--- config.mk ---
export PLATFORM = sky130hd
export DESIGN_NAME = fetch_stall_stage
export DESIGN_NICKNAME = d
export VERILOG_FILES = /design/src/rtl/riscv_pipe_pkg.sv /design/src/rtl/fetch_buf.sv /design/src/rtl/fetch_stall_stage.sv
export SDC_FILE = /design/constraint.sdc
export NUM_CORES = 1
export LEC_CHECK = 0
export ABC_AREA = 1
export CORE_MARGIN = 10
export CORE_UTILIZATION = 56
export CTS_BUF_LIST = sky130_fd_sc_hd__clkbuf_8
export DETAILED_ROUTE_END_ITERATION = 10
export PLACE_DENSITY = 0.82
export SYNTH_ARGS = -nofsm -noshare
export SYNTH_HDL_FRONTEND = slang
export SYNTH_SLANG_ARGS = --single-unit
--- constraint.sdc ---
create_clock -name clk -period 5.1 [get_ports clk]
set_clock_uncertainty 0.2 [all_clocks]
set_input_delay 0.765 -clock clk [delete_from_list [all_inputs] [get_ports clk]]
set_output_delay 0.765 -clock clk [all_outputs]
set_load 0.05 [all_outputs]
--- src/rtl/riscv_pipe_pkg.sv ---
// Shared pipeline definitions: datapath width, NOP encoding, default reset PC
// and the IF/ID payload layout.
package riscv_pipe_pkg;

  localparam int unsigned XLEN             = 32;
  localparam logic [31:0] NOP_INSTR        = 32'h0000_0013;
  localparam logic [31:0] RESET_PC_DEFAULT = 32'h0000_0000;

  typedef struct packed {
    logic [XLEN-1:0] pc;
    logic [31:0]     instr;
  } if_id_t;

endpackage

--- src/rtl/fetch_buf.sv ---
// Small synchronous FIFO used for the fetched-instruction buffer and the
// in-flight PC queue. Flush wins over push/pop.
module fetch_buf #(
  parameter int unsigned WIDTH = 64,
  parameter int unsigned DEPTH = 2
) (
  input  logic                       clk,
  input  logic                       rst_n,
  input  logic                       push,
  input  logic                       pop,
  input  logic                       flush,
  input  logic [WIDTH-1:0]           din,
  output logic [$clog2(DEPTH):0]     count,
  output logic [WIDTH-1:0]           head
);

  localparam int unsigned AW = $clog2(DEPTH);

  logic [WIDTH-1:0] mem [DEPTH];
  logic [AW-1:0]    rd_ptr;
  logic [AW-1:0]    wr_ptr;

  // Pointer and occupancy tracking; pointers wrap naturally (DEPTH is 2^AW)
  always_ff @(posedge clk) begin
    if (!rst_n || flush) begin
      rd_ptr <= '0;
      wr_ptr <= '0;
      count  <= '0;
    end else begin
      if (push) wr_ptr <= wr_ptr + AW'(1);
      if (pop)  rd_ptr <= rd_ptr + AW'(1);
      case ({push, pop})
        2'b10:   count <= count + (AW+1)'(1);
        2'b01:   count <= count - (AW+1)'(1);
        default: count <= count;
      endcase
    end
  end

  // Storage array, written on accepted push
  always_ff @(posedge clk) begin
    if (push && !flush) mem[wr_ptr] <= din;
  end

  assign head = mem[rd_ptr];

endmodule

--- src/rtl/fetch_stall_stage.sv ---
// Fetch stage: PC generation, imem request issue under a credit rule,
// response buffering, IF/ID register with stall hold and redirect flush.
// Optional perf counters are built when FETCH_PERF_CNT_EN is defined.
module fetch_stall_stage #(
  parameter int unsigned     XLEN      = 32,
  parameter logic [XLEN-1:0] RESET_PC  = '0,
  parameter int unsigned     BUF_DEPTH = 2
) (
  input  logic            clk,
  input  logic            rst_n,
  input  logic            stall,
  input  logic            redirect_valid,
  input  logic [XLEN-1:0] redirect_pc,
  output logic            imem_req,
  output logic [XLEN-1:0] imem_addr,
  input  logic            imem_gnt,
  input  logic            imem_rvalid,
  input  logic [31:0]     imem_rdata,
  output logic            if_id_valid,
  output logic [XLEN-1:0] if_id_pc,
  output logic [31:0]     if_id_instr,
`ifdef FETCH_PERF_CNT_EN
  output logic [31:0]     perf_stall_cycles,
  output logic [31:0]     perf_flush_count,
  output logic [31:0]     perf_drop_count,
`endif
  output logic            id_ex_bubble
);

  import riscv_pipe_pkg::*;

  localparam int unsigned CW = $clog2(BUF_DEPTH) + 1;

  logic [XLEN-1:0] pc;
  logic            run;
  logic [CW-1:0]   drop_cnt;
  logic [CW-1:0]   ibuf_count;
  logic [CW-1:0]   pcq_count;
  logic [CW-1:0]   outstanding;
  logic [CW:0]     credit_used;
  logic [XLEN+31:0] ibuf_head;
  logic [XLEN-1:0] pcq_head;
  logic            accept;
  logic            resp_take;
  logic            resp_drop;
  logic            ibuf_pop;

  // Outstanding requests are either still expected (PC queue) or doomed
  // (drop_cnt), so no separate counter is kept.
  always_comb begin
    outstanding = pcq_count + drop_cnt;
    credit_used = {1'b0, ibuf_count} + {1'b0, outstanding};
    imem_req    = run && (credit_used < (CW+1)'(BUF_DEPTH)) && !redirect_valid;
    accept      = imem_req && imem_gnt;
    resp_take   = imem_rvalid && (drop_cnt == '0) && !redirect_valid;
    resp_drop   = imem_rvalid && ((drop_cnt != '0) || redirect_valid);
    ibuf_pop    = !redirect_valid && !stall && (ibuf_count != '0);
  end

  assign imem_addr    = pc;
  assign id_ex_bubble = stall || redirect_valid;

  fetch_buf #(.WIDTH(XLEN), .DEPTH(BUF_DEPTH)) u_pcq (
    .clk   (clk),
    .rst_n (rst_n),
    .push  (accept),
    .pop   (resp_take),
    .flush (redirect_valid),
    .din   (pc),
    .count (pcq_count),
    .head  (pcq_head)
  );

  fetch_buf #(.WIDTH(XLEN + 32), .DEPTH(BUF_DEPTH)) u_ibuf (
    .clk   (clk),
    .rst_n (rst_n),
    .push  (resp_take),
    .pop   (ibuf_pop),
    .flush (redirect_valid),
    .din   ({pcq_head, imem_rdata}),
    .count (ibuf_count),
    .head  (ibuf_head)
  );

  // PC, drop accounting and IF/ID register; redirect overrides stall
  always_ff @(posedge clk) begin
    if (!rst_n) begin
      pc          <= RESET_PC;
      run         <= 1'b0;
      drop_cnt    <= '0;
      if_id_valid <= 1'b0;
      if_id_pc    <= '0;
      if_id_instr <= NOP_INSTR;
    end else begin
      run <= 1'b1;
      if (redirect_valid) begin
        pc          <= redirect_pc & ~XLEN'(3);
        drop_cnt    <= outstanding - CW'(imem_rvalid);
        if_id_valid <= 1'b0;
      end else begin
        if (accept)    pc       <= pc + XLEN'(4);
        if (resp_drop) drop_cnt <= drop_cnt - CW'(1);
        if (!stall) begin
          if (ibuf_count != '0) begin
            if_id_valid <= 1'b1;
            if_id_pc    <= ibuf_head[XLEN+31:32];
            if_id_instr <= ibuf_head[31:0];
          end else begin
            if_id_valid <= 1'b0;
          end
        end
      end
    end
  end

`ifdef FETCH_PERF_CNT_EN
  // Saturating performance counters
  always_ff @(posedge clk) begin
    if (!rst_n) begin
      perf_stall_cycles <= '0;
      perf_flush_count  <= '0;
      perf_drop_count   <= '0;
    end else begin
      if (stall && if_id_valid && perf_stall_cycles != '1)
        perf_stall_cycles <= perf_stall_cycles + 32'd1;
      if (redirect_valid && perf_flush_count != '1)
        perf_flush_count <= perf_flush_count + 32'd1;
      if (resp_drop && perf_drop_count != '1)
        perf_drop_count <= perf_drop_count + 32'd1;
    end
  end
`else
  // Performance counters not built
`endif

endmodule

## Word-level counts from Yosys, hierarchy flattened

Memory sizes are Yosys's and may differ from the RTL's. A register that Yosys moved wholly into a read port is not among the register bits.
Cells that the tools add are included.

| word-level totals | value |
|---|---|
| register bits | 44 |
| bits in writable memories | 192 |
| bits of input ports | 70 |
| output and inout port bits | 99 |
| word-level logic and storage cells | 74 |
| memories | 2 |

| operators by class | value |
|---|---|
| add/subtract/negate cells | 13 |
| $lt $le $gt $ge | 1 |
| eq/ne operators | 4 |
| multiplexer cells | 14 |
| bitwise operators | 3 |
| reduce and logical (&&, ||, !) cells | 26 |

Memory list:

| memory | words | bits a word | read ports | clocked after memory_dff | wr ports | line | text |
|---|---|---|---|---|---|---|---|
| u_ibuf.mem | 2 | 64 | 1 | 1 | 1 | fetch_buf.sv:19 | `logic [WIDTH-1:0] mem [DEPTH];` |
| u_pcq.mem | 2 | 32 | 1 | 1 | 1 | fetch_buf.sv:19 |  |

Operator list:

| operator | number |
|---|---|
| 2-to-1 mux 32 bit | 2 |
| adder 32 x 3 -> 32 bit, second input constant | 1 |
| nonzero test 2 bit | 6 |
| logical AND 1 bit | 10 |
| 2-to-1 mux 1 bit | 8 |
| case mux 2 bit (2 select lines) | 2 |
| subtractor 2 x 1 -> 2 bit, second input constant | 3 |
| adder 1 bit, second input constant | 4 |
| adder 2 x 1 -> 2 bit, second input constant | 2 |
| equality test 2 x 1 -> 1 bit, second input constant | 2 |
| equality test 2 bit, second input constant | 2 |
| zero test 1 bit | 4 |
| 2-to-1 mux 2 bit | 2 |
| adder 2 x 2 -> 3 bit | 1 |
| logical OR 1 bit | 3 |
| less-than comparator 3 x 2 -> 1 bit, second input constant | 1 |
| inverter 1 bit | 3 |
| AND reduction 3 bit | 1 |
| adder 2 bit | 1 |
| zero test 2 bit | 1 |
| OR reduction 2 bit | 1 |
| subtractor 2 x 1 -> 2 bit | 1 |

## Longest topological paths before layout

| logic depth | value |
|---|---|
| depth in word-level cells | 9 |
| gate-level depth with buffers | 15 |

## Hierarchy

From an unflattened synthesis, not the netlist that was laid out.

| second synthesis, totals | value |
|---|---|
| cell total of the unflattened synthesis | 1042 |
| area total of the unflattened synthesis | 12480.7 um^2 |

By module, submodules not included:

| module | instances | cells each | area an instance (um^2) |
|---|---|---|---|
| fetch_buf (u_ibuf) | 1 | 230 | 5144.9 |
| fetch_stall_stage | 1 | 681 | 4645.7 |
| fetch_buf (u_pcq) | 1 | 131 | 2690.1 |

## Worst setup path after synthesis

Ideal clock, no wire load.

| timing | value |
|---|---|
| path kind | in2reg |
| start point | input port redirect_valid |
| end point | memory u_ibuf.mem[1][0], enable pin |
| arrival | 3.726 ns |
| path slack | 0.690 ns |
| stages | 4 |
| path buffers | 1 |
| path through | buf_6 -> nor2_1 -> inv_1 -> nor2_1 |

| between the ends | value |
|---|---|
| word-level cells in the longest chain between the ends | 5 |

Ends and longest elaborated chain:

| item | line | text |
|---|---|---|
| from (decl) | fetch_stall_stage.sv:12 | `input logic redirect_valid,` |
| zero test 1 bit | fetch_stall_stage.sv:55 | `resp_take = imem_rvalid && (drop_cnt == '0) && !redirect_valid;` |
| logical AND 1 bit | fetch_stall_stage.sv:55 |  |
| named net resp_take | fetch_stall_stage.sv:44 | `logic resp_take;` |
| logical AND 1 bit | fetch_buf.sv:42 | `if (push && !flush) mem[wr_ptr] <= din;` |
| 2-to-1 mux 1 bit | fetch_buf.sv:42 |  |
| 2-to-1 mux 1 bit (not written as such) | fetch_buf.sv:42 |  |
| to (decl) | fetch_buf.sv:19 |  |

The timed path passes the listed nets, and every way through them passes these cells.

## Worst setup path after layout

| timing | value |
|---|---|
| start point | register u_pcq.count[0] |
| end point | output port imem_req |

| between the ends | value |
|---|---|
| word-level cells in the longest chain between the ends | 5 |

Ends and longest elaborated chain:

| item | line | text |
|---|---|---|
| from (decl) | fetch_buf.sv:13 | `output logic [$clog2(DEPTH):0] count,` |
| from (signal assigned) | fetch_buf.sv:33 | `2'b10: count <= count + (AW+1)'(1);` |
| from (signal assigned) | fetch_buf.sv:34 | `2'b01: count <= count - (AW+1)'(1);` |
| from (signal assigned) | fetch_buf.sv:35 | `default: count <= count;` |
| adder 2 bit | fetch_stall_stage.sv:51 | `outstanding = pcq_count + drop_cnt;` |
| adder 2 x 2 -> 3 bit | fetch_stall_stage.sv:52 | `credit_used = {1'b0, ibuf_count} + {1'b0, outstanding};` |
| less-than comparator 3 x 2 -> 1 bit | fetch_stall_stage.sv:53 | `imem_req = run && (credit_used < (CW+1)'(BUF_DEPTH)) && !redirect_valid;` |
| logical AND 1 bit (2 in a row) | fetch_stall_stage.sv:53 |  |
| to (decl) | fetch_stall_stage.sv:14 | `output logic imem_req,` |

No other way between the ends.

==> metrics list <==
- The flow ran to the end, and the final reports show no timing, DRC or antenna violations.
- The hold violation count in the final report came to 0.
- In this run the tool buffered the top-level ports with 162 buffer cells.
* CP Capture Type: output pin
- Insertion delay to the later sink of the worst-skew pair: 0.54 ns
- The die covers 26430 sq um.
* Worst Hold Depth: 2
* Post-synthesis average cell area: 11.21 sq um
- Count of buffer and inverter cells on the critical path: 2
- Post-route setup TNS: 0 ns
- Most frequent cell on the critical path: nand2_1
- In this run the post-CTS setup repair buffer count came out at 0.
* Data arrival time of the critical path: ~3 ns
* Starting density of the core: 56.63%
* Total global routing overflow: 0
- First-pass GRT wire length: between 40000 and 50000 microns
- Number of DRC markers after the initial detailed-route iteration: 605
* Post-synth top area share: 48.53%
* H-Tree Depth: 2
- At the worst endpoint, the required time is between 4 and 5 ns.
* Largest stage delay on the critical path: approximately 0.9 ns
- The count of final max-slew check failures is 0.
- Counting every instance in the synthesized netlist gives 1016.
- Post-synthesis sequential element count: roughly 290
- The cell sitting at the root of the clock tree is a clkbuf_8.
- Initial antenna violation count: 1
- CP cell instances: ha_1 -> inv_1 -> nand2_1 -> nand2_1 -> fa_1 -> nand2_1 -> nor3_1 -> clkdlybuf4s50_1
- Clock period minus final worst setup slack: 3.989 ns
- Area Growth Syn to Fin: 24.24%
- In this run the worst hold path is classified as flip-flop to flip-flop.
- For this block, the routed nets add up to 26010 microns of wire.
- The floorplan has 52 rows.
- The number of gates resized after CTS was 0.
- In this run the static leakage power is 5.030 nW.
* TritonRoute pass-1 iters: 5
* CTS Buffer Depth: 3
- Cell type of the slowest stage on the worst timing path: clkdlybuf4s50_1
- Summed instance area of the synthesized netlist: 11380 sq um
- Gpl congestion: slightly above 0.9
* I/O pin total: 169
- Global routing consumed, over all layers together, 18.89% of the routing resources.
- Of all nets on the critical path, the largest fanout is 5.
- The core region is 20100 sq um.
- For this design the ratio of total power to cell area is 356.6 nW/um^2.
- Most numerous cell types in the synthesized netlist: nand2_1 (221), edfxtp_1 (184), dfxtp_1 (105)
* CTS tree: built
* Mean number of vias per cell: 5.372
* Max IR drop VDD: 0.2009 mV
- Cell type contributing the most total cell area after synthesis: edfxtp_1
* Warnings, synthesis: 0
- In this run the horizontal extent of the chip is 162.6 microns.
* Maximum clock rate: 0.2507 GHz
* Leading cell types by total area after synthesis: edfxtp_1 (49%), dfxtp_1 (18%), nand2_1 (7.3%)
- Routed length per placed instance: 17.42 microns
- CTS saw 289 sinks.
* Antenna diode instance count: 0
- Largest net degree at the start of global routing: 68
- HPWL Detailed: around 17000 microns
* Distinct cell type count of the synthesized netlist: 42
* Final clock period utilization by the worst path: about four fifths
* # DRC: 0
- Crit-path leading delay family: buffers and inverters
* Share of layout cells above drive strength 1: 12.18%
- Routed vias: 8021
- Post-synth top flop: edfxtp_1
* Vertical extent of the die: 162.6 microns
* # hold bufs at CTS: 0
* Count of max-cap constraint violations: 0
* Cts bufs inserted: 45
* Number of endpoints failing setup at the final stage: 0
- In this run the tightest slew margin relative to its limit is between 20% and 30%.
* Number of cells on the worst reg-to-reg path: 10
- Setup repair after global routing missed its margin: false
- The final layout contains between 1000 and 1500 nets.
- The worst setup path is launched from a flip-flop.
- Vias in the first global route: 7712
* Proportion of synthesized flip-flops having asynchronous set or reset: 0%
* Most repeated cell in the gate-level netlist after synthesis: nand2_1
- CTS clk-pin slew, worst paths: 0.06 ns
- Post-synth EDFFs: 184
- Once detail routing completed, the nets flagged for antenna violations numbered 0.
- Worst Hold Margin: 0.2515 ns
- Cell count along the critical path: 8
- Transition at the pin with the smallest max-transition slack: roughly 1.2 ns
* Sequential fraction of the synthesis area: 67.00%
* Path type of the worst setup path: flip-flop to output pin
## registers in the layout, indices dropped and copies added (netlist names), named ones only
name,count
if_id_valid,1
u_ibuf.rd_ptr,1
imem_addr,30
u_pcq.wr_ptr,1
run,1
u_pcq.count,2
u_ibuf.mem,124
drop_cnt,2
u_pcq.mem,60
u_pcq.rd_ptr,1
u_ibuf.count,2
if_id_instr,32
u_ibuf.wr_ptr,1
if_id_pc,30
## metal layers
layer | vias up | share of wire [%] | global-route usage, %
li1 | 3899 | - | -
met1 | 3773 | 42 | 24.04
met2 | 301 | 47 | 30.48
met3 | 48 | 8.6 | 5.536
met4 | 0 | 2.3 | 6.189
met5 | - | 0 | 0
## final timing paths
| path | start | end | slack, ns |
|---|---|---|---|
| min reg2reg | if_id_valid$_SDFFE_PP0N_ | if_id_valid$_SDFFE_PP0N_ | 0.25 |
| min | if_id_valid$_SDFFE_PP0N_ | if_id_valid$_SDFFE_PP0N_ | 0.25 |
| max | u_pcq.count[0]$_SDFFE_PP0P_ | imem_req | 1.11 |
| max reg2reg | u_pcq.count[0]$_SDFFE_PP0P_ | u_pcq.mem[0][24]$_DFFE_PP_ | 1.94 |
## metrics by stage
stage,util [%],worst slack [ns],std cells,power [mW],instance area [sq um]
3_5_place_dp,65.55,1.571,1410,3.072,13180
4_1_cts,70.36,1.079,1493,5.079,14140
3_3_place_gp,65.55,1.512,1410,3.056,13180
5_1_grt,70.36,0.8988,1493,5.222,14140
6_report,70.36,1.111,1493,5.044,14140
2_1_floorplan,-,0.6902,1019,2.911,11400
## where the power goes
part / internal (mW) / switching, mW / leakage (nW)
Clock: 1.15 / 0.874 / 0.543
Combinational: 0.151 / 0.255 / 1.96
Sequential: 2.57 / 0.0503 / 2.53
Total: 3.86 / 1.18 / 5.03
## layout by cell type, fill, tap and decap left out, types with 40 or more instances in the layout
master	n
a21oi_1	62
clkdlybuf4s50_1	161
clkbuf_8	56
nor2_1	64
edfxtp_1	184
dfxtp_1	104
o21ai_1	40
inv_1	68
nand3_1	42
a31oi_1	61
nand2_1	221
## area by class of cell
cell class,count,area (sq um)
clock buffers,56,770.7
inverters,59,229.0
multi-input cells,620,3267
fillers,1388,5959
repair buffers,172,1717
well taps,270,337.8
clock inverters,27,195.2
flip-flops and latches,289,7629
## logic make-up (layout without fill, tap and decap cells)
kind of cell	Yosys count	after routing	share of synthesized area [%]
mux	30	30	2.967
fa+ha+maj	7	7	0.8352
simple gates	370	370	14.39
other cells	1	4	0.03294
flops	289	289	67.00
xor+xnor	2	2	0.1539
buf+inv	110	314	4.627
compound gates	207	207	10.00
## tightest hold or removal path: cells and delay by family, from the launching register on
family / cells / cell delay, ns
simple gates: 1 / 0.05
flops: 1 / 0.30
compound gates: 1 / 0.05
Note: power is estimated with default switching activity, not from simulation.
